**src/rtl/fetch_unit.sv**
```systemverilog
// Instruction fetch unit: two-state FETCH/EXEC sequencer that requests one word at a time
// from instruction memory, holds it for the decoder and resolves the next PC.
module fetch_unit #(
    parameter logic [31:0] RESET_PC = 32'h0040_0000
) (
    input  logic        clk,
    input  logic        reset,
    output logic        imem_req,
    output logic [31:0] imem_addr,
    input  logic        imem_ack,
    input  logic [31:0] imem_rdata,
    output logic [31:0] instr,
    output logic        instr_valid,
    output logic [31:0] pc,
    output logic [31:0] pc_plus4,
    input  logic        stall,
    input  logic        Jump,
    input  logic        JumpReg,
    input  logic        Branch,
    input  logic        branch_taken,
    input  logic [31:0] jr_target
);

    typedef enum logic [0:0] {StFetch, StExec} state_e;

    state_e      state_q, state_d;
    logic [31:0] pc_q, pc_d;
    logic [31:0] instr_q, instr_d;
    logic [31:0] branch_off;
    logic [31:0] next_pc_raw;
    logic [31:0] next_pc;

    assign pc_plus4 = pc_q + 32'd4;

    // Priority: JR over J over taken branch; result is always word aligned.
    always_comb begin
        branch_off = {{14{instr_q[15]}}, instr_q[15:0], 2'b00};
        if (JumpReg) begin
            next_pc_raw = jr_target;
        end else if (Jump) begin
            next_pc_raw = {pc_plus4[31:28], instr_q[25:0], 2'b00};
        end else if (Branch && branch_taken) begin
            next_pc_raw = pc_plus4 + branch_off;
        end else begin
            next_pc_raw = pc_plus4;
        end
        next_pc = {next_pc_raw[31:2], 2'b00};
    end

    always_comb begin
        state_d = state_q;
        pc_d    = pc_q;
        instr_d = instr_q;
        case (state_q)
            StFetch: begin
                if (imem_ack) begin
                    instr_d = imem_rdata;
                    state_d = StExec;
                end
            end
            StExec: begin
                if (!stall) begin
                    pc_d    = next_pc;
                    state_d = StFetch;
                end
            end
            default: state_d = StFetch;
        endcase
    end

    always_ff @(posedge clk or posedge reset) begin
        if (reset) begin
            state_q <= StFetch;
            pc_q    <= RESET_PC;
            instr_q <= 32'd0;
        end else begin
            state_q <= state_d;
            pc_q    <= pc_d;
            instr_q <= instr_d;
        end
    end

    // Request is masked while reset is held so an abandoned fetch is dropped at once.
    assign imem_req    = (state_q == StFetch) && !reset;
    assign imem_addr   = pc_q;
    assign instr       = instr_q;
    assign instr_valid = (state_q == StExec);
    assign pc          = pc_q;

endmodule

```
**config.mk**
```make
export PLATFORM = sky130hd
export DESIGN_NAME = fetch_unit
export DESIGN_NICKNAME = d
export VERILOG_FILES = /design/src/rtl/fetch_unit.sv
export SDC_FILE = /design/constraint.sdc
export NUM_CORES = 1
export LEC_CHECK = 0
export BUFFER_PORTS_ARGS = -buffer_cell sky130_fd_sc_hd__buf_2
export CAP_MARGIN = 20
export CORE_UTILIZATION = 53
export CTS_BUF_LIST = sky130_fd_sc_hd__clkbuf_8
export CTS_CLUSTER_DIAMETER = 50
export DETAILED_ROUTE_END_ITERATION = 12
export PLACE_DENSITY = 0.85
export SLEW_MARGIN = 5
export SYNTH_ARGS = -nofsm -noshare
export SYNTH_HDL_FRONTEND = slang
export SYNTH_SLANG_ARGS = --single-unit
export TNS_END_PERCENT = 1
```
**constraint.sdc**
```tcl
create_clock -name clk -period 4.27 [get_ports clk]
set_clock_uncertainty 0.2 [all_clocks]
set_input_delay 0.427 -clock clk [delete_from_list [all_inputs] [get_ports clk]]
set_output_delay 0.427 -clock clk [all_outputs]
set_load 0.01 [all_outputs]
```
# == After elaboration in Yosys (flattened, before gate mapping) ==
# Cells that the tools add are included.
# word_totals
output_inout_bits,130
input_bits,72
regBits,63
elab_cells,18
# classes
reduce_logical,5
add_sub_neg,2
n_bitwise,2
n_mux,6
# ops
cell,n
32-bit 2-to-1 mux,3
"32-bit by 3-bit adder with 32-bit output, second input constant",1
32-bit adder,1
2-bit AND reduction,2
1-bit logical AND,2
1-bit 2-to-1 mux,2
1-bit NOT,2
1-bit case mux with 2 select lines,1
1-bit zero test,1

# == Depth between registers and ports, before layout ==
# Gate-level depths: netlist (run 1).
# depth
ltp_word,5
depth_mapped,15
ltp_nobuf,14

# == Worst setup path before layout (run 1) ==
# No wires, ideal clock.
# synth_timing
path_type,flip-flop to flip-flop
start,"register pc_q[2], in the netlist imem_addr[2]"
end,"register pc_q[29], in the netlist imem_addr[29]"
setup_time_ns,0.132
slack_ns,0.502
n_path_buf,1
period_less_slack_ns,3.768
t_arrival_ns,3.437
stages_incl_launch_ff,16
cell_sequence,dfrtp_1 ha_1 nand2_1 nor2_1 and2_1 nand2_1 xnor2_1 ha_1 clkbuf_1 nand4_1 nor3_1 a221oi_1 nand4b_1 a221oi_1 xor2_1 o21ai_0
# synth_via
elab_chain_len,5
# synth_rtl
item,line,source
start: declaration,27,"logic [31:0] pc_q, pc_d;"
start signal: assignment,78,pc_q <= pc_d;
32-bit by 3-bit adder with 32-bit output,33,assign pc_plus4 = pc_q + 32'd4;
net pc_plus4[16],15,"output logic [31:0] pc_plus4,"
32-bit adder,43,next_pc_raw = pc_plus4 + branch_off;
32-bit 2-to-1 mux,42,end else if (Branch && branch_taken) begin
32-bit 2-to-1 mux,40,end else if (Jump) begin
32-bit 2-to-1 mux,38,if (JumpReg) begin
# The timed path passes the listed nets, and every way through them passes these cells.
# A chain may end at the register's enable or synchronous reset.

# == Worst setup path after layout (run 1) ==
# layout_timing
start,"register pc_q[9], in the netlist imem_addr[9]"
end,"register pc_q[31], in the netlist imem_addr[31]"
# layout_via
elab_chain_len,5
# layout_rtl
item,line
32-bit by 3-bit adder with 32-bit output (*),33
32-bit adder,43
32-bit 2-to-1 mux,42
32-bit 2-to-1 mux (*),40
32-bit 2-to-1 mux (*),38
# Mark *: on every way between the ends. The rest lies on a longest branch, timed or not.

==> results of run 1 <==
stage by stage:
step | hold slack [ns] | area, um^2
after CTS | 0.00217 | 6880
after global routing | 0.0424 | 6900
after global placement | 0.285 | 6640
after floorplan | 0.348 | 5740
final | -0.0156 | 6900
after detailed placement | 0.291 | 6640
cell usage in the layout (no fill, tap or decap), types with 4 or more instances in the layout:
| master | n |
|---|---|
| a211oi_1 | 6 |
| a21o_1 | 9 |
| a21oi_1 | 54 |
| a221oi_1 | 7 |
| a22oi_1 | 4 |
| a31oi_1 | 9 |
| and3_1 | 12 |
| and4_1 | 5 |
| buf_2 | 193 |
| buf_4 | 20 |
| clkbuf_8 | 9 |
| conb_1 | 6 |
| dfrtp_1 | 62 |
| ha_1 | 36 |
| inv_1 | 15 |
| mux2_2 | 32 |
| nand2_1 | 75 |
| nand2b_1 | 5 |
| nand3_1 | 28 |
| nand4_1 | 14 |
| nor2_1 | 52 |
| nor3_1 | 11 |
| o211ai_1 | 5 |
| o21a_1 | 4 |
| o21ai_0 | 41 |
| o221ai_1 | 8 |
| o22ai_1 | 10 |
| or3_1 | 4 |
| xnor2_1 | 26 |
| xor2_1 | 22 |
timing repair:
item,4_1_cts,5_1_grt
resized for setup,0,4
setup buffers,0,0
setup endpoints to repair,0,4
state kept, by name, indices dropped and copies added (netlist names):
signal / count
instr: 32
imem_addr: 30
instr_valid: 1
kinds of logic (layout without fill, tap and decap cells):
family | after synthesis | in the layout | synth area share, %
muxes | 35 | 35 | 6.82
adders and majority gates | 37 | 37 | 8.22
AOI/OAI and AO/OA | 194 | 194 | 22.6
other | 1 | 6 | 0.0656
buffers and inverters | 86 | 246 | 8.01
DFF | 63 | 63 | 27.6
xor gates and xnor gates | 50 | 50 | 7.90
and+or+nand+nor | 224 | 224 | 18.8
synth_stat cells, drive strengths merged (16+ instances only):
cell and count:
dfrtp 62, mux2 32, ha 36, clkbuf 30, nand2 75, xnor2 27, nor2 54, o21ai 43
buf 39, inv 16, xor2 22, a21oi 55, nand3 28
critical path: stages (launching register included):
cell and delay (ns):
dfrtp_1 0.47, nand4_1 0.25, nor2_2 0.30, and2_1 0.30
nand2_1 0.11, xnor2_1 0.29, ha_1 0.41, a21oi_1 0.34
o22ai_1 0.14, o21a_1 0.25, a221oi_1 0.57, o211a_1 0.24
nand2_1 0.05
cell type report:
cell class	instances	share of cell area [%]
Clock inverter	7	1.74
Tap cell	136	2.47
Timing Repair Buffer	213	16.2
Sequential cell	63	22.9
Multi-Input combinational cell	546	54.0
Inverter	17	0.925
Clock buffer	9	1.79
path summary, 6_finish.rpt:
check	slack, ns	to	from
max in group asynchronous	2.98	imem_addr[22]$_DFFE_PP1P_	reset
min in group clk	0.09	instr[15]$_DFFE_PP0P_	imem_rdata[15]
hold reg to reg	0.31	instr[29]$_DFFE_PP0P_	instr[29]$_DFFE_PP0P_
setup / recovery	0.22	imem_addr[31]$_DFFE_PP0P_	imem_addr[9]$_DFFE_PP0P_
hold / removal	-0.02	instr[5]$_DFFE_PP0P_	reset
setup reg to reg	0.22	imem_addr[31]$_DFFE_PP0P_	imem_addr[9]$_DFFE_PP0P_
power groups by stage:
| stage | Sequential [W] | Clock (W) | Combinational, W |
|---|---|---|---|
| global placement | 0.00100 | 0 | 0.00249 |
| detailed placement | 0.00101 | 0 | 0.00251 |
| finish | 0.00101 | 0.000676 | 0.00261 |
| floorplan | 0.00103 | 0 | 0.00179 |
| CTS | 0.00100 | 0.000677 | 0.00256 |
| global route | 0.00103 | 0.000697 | 0.00283 |
metal layers:
layer / track usage [%] / wire [um]
met1: 42.8 / 7800
met2: 56.7 / 8780
met3: 6.93 / 1710
met4: 14.4 / 641
met5: 0 / 0
==> flow_summary.json, run 1 <==
{
  "power.total_w": 0.00429,
  "yosys_warnings": 0,
  "clk_pin_slew_worst_paths_ns": 0.08,
  "register_area_um2": 1580,
  "critPathLaunchType": "flip-flop",
  "synth_top_area_share_pct": 27.1,
  "layout_setup_ws_ns": 0.217,
  "fin_nets": 959,
  "synth_cells": 690,
  "violations": "hold timing",
  "synth_flop_cell": "dfrtp_1",
  "cp.arrival_ns": 4.10,
  "grt_max_degree": 34,
  "grt_pass1_wl_um": 29800,
  "areaGrowthSynthToFinish_pct": 20.6,
  "synth_enable_flop_cells": 0,
  "die_y_um": 106,
  "dpl.cell_count": 975,
  "first_iter_violations": 454,
  "overflow": 0,
  "switchingPower_w": 0.00206,
  "grt_setup_unrepaired": "false",
  "wl_per_cell_um": 19.1,
  "fin_crit_ns": 4.05,
  "criticalPathCategory": "reg2reg",
  "slew_headroom_pct": 37.1,
  "power_leakage_nw": 3.30,
  "worstSkewPairLatency_ns": 0.36,
  "antenna_found_initial": 0,
  "fillerInstances": 927,
  "portBuffers": 193,
  "comb_power_share_pct": 60.8,
  "setup_viol": 0,
  "clkPwrFrac_pct": 15.8,
  "dieArea_um2": 11200,
  "pwr-share-seq_pct": 23.5,
  "maxCapViolCount": 0,
  "ys_async_sr_fraction_pct": 100,
  "io_pins": 202,
  "finalHoldWorstSlack_ns": -0.0156,
  "max-clock-path-buffers": 2,
  "slew_viol_final": 0,
  "outcome": "complete, but fails checks",
  "synth.distinct_cells": 66,
  "hold_viol": 20,
  "synth.area.top_cells": "dfrtp_1 (27%), ha_1 (7.9%), mux2_2 (6.3%), nand2_1 (4.9%), a21oi_1 (4.7%)",
  "ant_nets": 0,
  "ys_seq_elements": 63,
  "cts_tree": "yes",
  "cp.required_ns": 4.32,
  "stdcell_count": 991,
  "ir_worst_vdd_v": 0.000345,
  "setup-tns-final_ns": 0,
  "synth_area_leader_cell": "dfrtp_1",
  "p_per_area_nw_per_um2": 621,
  "drt_first_pass_iters": 7,
  "multi_input_area_um2": 3730,
  "cts_inserted_buffers": 9,
  "viasPerCell": 6.18,
  "htreeDepth": 3,
  "p_int_w": 0.00223,
  "netlist_area_um2": 5720,
  "drive_gt1_share_pct": 32.7,
  "worstPathMaxFanout": 9,
  "grt.total_usage_pct": 34.0,
  "synth-seq-area-share_pct": 27.6,
  "worst_pin_slew_ns": 0.944,
  "drcViolationCount": 0,
  "routed_wl_um": 18900,
  "diodes": 0,
  "vias": 6122,
  "coreArea_um2": 10400,
  "row_count": 37,
  "fin_crit_sh_pct": 94.9,
  "gp_congestion": 0.957,
  "cts-root-buf": "clkbuf_8",
  "start_util_pct": 54.9,
  "p_sw_share_pct": 48.1,
  "fin_util_pct": 66.3,
  "dp_worst_setup_slack_ns": 0.307,
  "reg2reg_depth": 12,
  "cts_hold_buf": 0,
  "hp-class": "in2async",
  "fmax_mhz": 247,
  "setup.worst_path.end_class": "flip-flop",
  "cts.sinks": 63,
  "syn_area_per_cell_um2": 8.29,
  "grt_pass1_vias": 5845,
  "dp_hpwl_um": 14100,
  "chipWidth_um": 106
}
No activity file was read; power rests on OpenSTA's default activity.
==> run 2, diff against run 1 <==
- CELL_PAD_IN_SITES_DETAIL_PLACEMENT: unset -> 0
- CELL_PAD_IN_SITES_GLOBAL_PLACEMENT: unset -> 1
- CORE_UTILIZATION: 53 -> 38
- GPL_TIMING_DRIVEN: unset -> 0
==> flow_summary.json, run 2 (synthesized netlist as in run 1, its figures left out) <==
{
  "met3_usage_pct": 6.44,
  "r2r-start": "imem_addr[4]$_DFFE_PP0P_",
  "top_usage_layer": "met2",
  "viasPerCell": 5.67,
  "cpMaxStageDelayCell": "a211oi_2",
  "worstPathMaxFanout": 7,
  "fillerInstances": 1513,
  "areaGrowthSynthToFinish_pct": 25.5,
  "clkPwrFrac_pct": 10.9,
  "cts-root-buf": "clkbuf_8",
  "ir_worst_vdd_v": 0.000316,
  "hp-class": "in2async",
  "slew_viol_final": 0,
  "critPathLaunchType": "flip-flop",
  "drt_first_pass_iters": 5,
  "worstSkewPairLatency_ns": 0.37,
  "path_common_cell": "xor2_1",
  "crit_start": "imem_addr[4]$_DFFE_PP0P_",
  "setup_viol": 0,
  "gp_congestion": 0.904,
  "row_count": 44,
  "wl_per_cell_um": 19.7,
  "htreeDepth": 3,
  "grtUsageMet2_pct": 43.1,
  "drive_gt1_share_pct": 33.3,
  "ant_nets": 0,
  "p_per_area_nw_per_um2": 583,
  "dp_worst_setup_slack_ns": -0.296,
  "criticalPathCategory": "reg2reg",
  "grt_pass1_wl_um": 33200,
  "fin_crit_sh_pct": 95.2,
  "switchingPower_w": 0.00206,
  "dieArea_um2": 15500,
  "setup-tns-final_ns": 0,
  "slowest_delay_ns": 0.48,
  "maxCapViolCount": 0,
  "setup.worst_path.end_class": "flip-flop",
  "overflow": 0,
  "cp.required_ns": 4.31,
  "fin_crit_ns": 4.06,
  "slew_headroom_pct": 36.7,
  "cts.sinks": 63,
  "reg2reg_depth": 13,
  "power_leakage_nw": 3.40,
  "fmax_mhz": 246,
  "cts_inserted_buffers": 9,
  "layout_setup_ws_ns": 0.205,
  "routed_wl_um": 21400,
  "grt_setup_unrepaired": "true",
  "worst_pin_slew_ns": 0.949,
  "grt.total_usage_pct": 27.5,
  "cts_tree": "yes",
  "chipWidth_um": 125,
  "diodes": 0,
  "pwr-share-seq_pct": 24.5,
  "comb_power_share_pct": 64.5,
  "drcViolationCount": 0,
  "p_int_w": 0.00212,
  "outcome": "completed",
  "vias": 6170,
  "finalHoldWorstSlack_ns": 0.0484,
  "start_util_pct": 39.2,
  "io_pins": 202,
  "final_common_cell": "buf_2",
  "crit_path_cell_trace": "nand3_1, nor2_1, and4_1, xor2_1, ha_1, clkbuf_1, a21oi_1, o32ai_2, a211oi_2, nor4_2, nor3b_1, xor2_1, o22ai_1",
  "max-clock-path-buffers": 2,
  "hold_viol": 0,
  "first_iter_violations": 431,
  "fin_nets": 1011,
  "grt_max_degree": 64,
  "layout_common_cells": "buf_2 (191), nand2_1 (75), dfrtp_1 (61)",
  "clk_pin_slew_worst_paths_ns": 0.08,
  "portBuffers": 191,
  "largest_reg_flops": 32,
  "grt_pass1_vias": 5843,
  "die_y_um": 125,
  "dp_hpwl_um": 16400,
  "cp.arrival_ns": 4.11,
  "coreArea_um2": 14600,
  "p_sw_share_pct": 49.3,
  "met1_usage_pct": 36.8,
  "antenna_found_initial": 0
}
-- run 2: cell types whose count changed in the layout (fill, tap and decap cells not counted), sizes merged --
cell | before | now
clkbuf | 9 | 40
buf | 213 | 235
bufinv | 3 | 0
clkinvlp | 1 | 0
-- run 2: power by group through the flow --
stage | Sequential (W) | Combinational [W] | Clock, W
finish | 0.00103 | 0.00270 | 0.000458
global route | 0.00106 | 0.00296 | 0.000489
CTS | 0.00102 | 0.00265 | 0.000470
detailed placement | 0.00103 | 0.00263 | 0
global placement | 0.00103 | 0.00262 | 0
floorplan | 0.00103 | 0.00179 | 0
-- run 2: metrics by stage --
step | instance area [um^2] | cells | total power, W | util, %
floorplan | 5740 | 695 | 0.00282 | -
global placement | 6930 | 1070 | 0.00365 | 47.5
detailed placement | 6930 | 1070 | 0.00366 | 47.5
CTS | 7120 | 1087 | 0.00414 | 48.8
global route | 7180 | 1088 | 0.00451 | 49.2
finish | 7180 | 1088 | 0.00419 | 49.2
-- run 2: critical path, delay by kind of cell (launching register included) --
kind / cells / cell delay (ns)
adder cells (fa/ha/maj): 1 / 0.30
XOR/XNOR: 2 / 0.48
buffers and inverters: 1 / 0.18
flip-flops: 1 / 0.47
AND/OR/NAND/NOR: 5 / 1.30
AO/OA/AOI/OAI: 4 / 1.00
-- run 2: timing repair --
action,CTS,global route
setup endpoints to repair,10,10
setup buffers,4,1
gates resized for setup,3,10
hold buffers,0,0
pin swaps,1,2
-- run 2: cell type report --
type	instances	area, um^2	share of cell area, %
multi-input cells	546	3760	52.4
flip-flops and latches	63	1580	22.0
repair buffers	196	993	13.8
plain buffers	69	394	5.49
well taps	184	230	3.21
clock buffers	10	138	1.92
inverters	17	66.3	0.924
clock inverters	3	13.8	0.192
-- run 2: worst paths after layout --
| check | endpoint | slack [ns] |
|---|---|---|
| setup / recovery | imem_addr[26]$_DFFE_PP0P_ | 0.21 |
| hold / removal | instr[4]$_DFFE_PP0P_ | 0.05 |
| setup reg to reg | imem_addr[26]$_DFFE_PP0P_ | 0.21 |
| hold reg to reg | instr[30]$_DFFE_PP0P_ | 0.30 |
| max in group asynchronous | imem_addr[8]$_DFFE_PP0P_ | 3.25 |
| min in group clk | instr[1]$_DFFE_PP0P_ | 0.08 |
-- run 2: metal layers --
metal,routed length (um),vias to the layer above,part of all wire (%)
li1,-,2912,-
met1,9290,2925,43
met2,9710,287,45
met3,1800,46,8.4
met4,619,0,2.9
met5,0,-,0
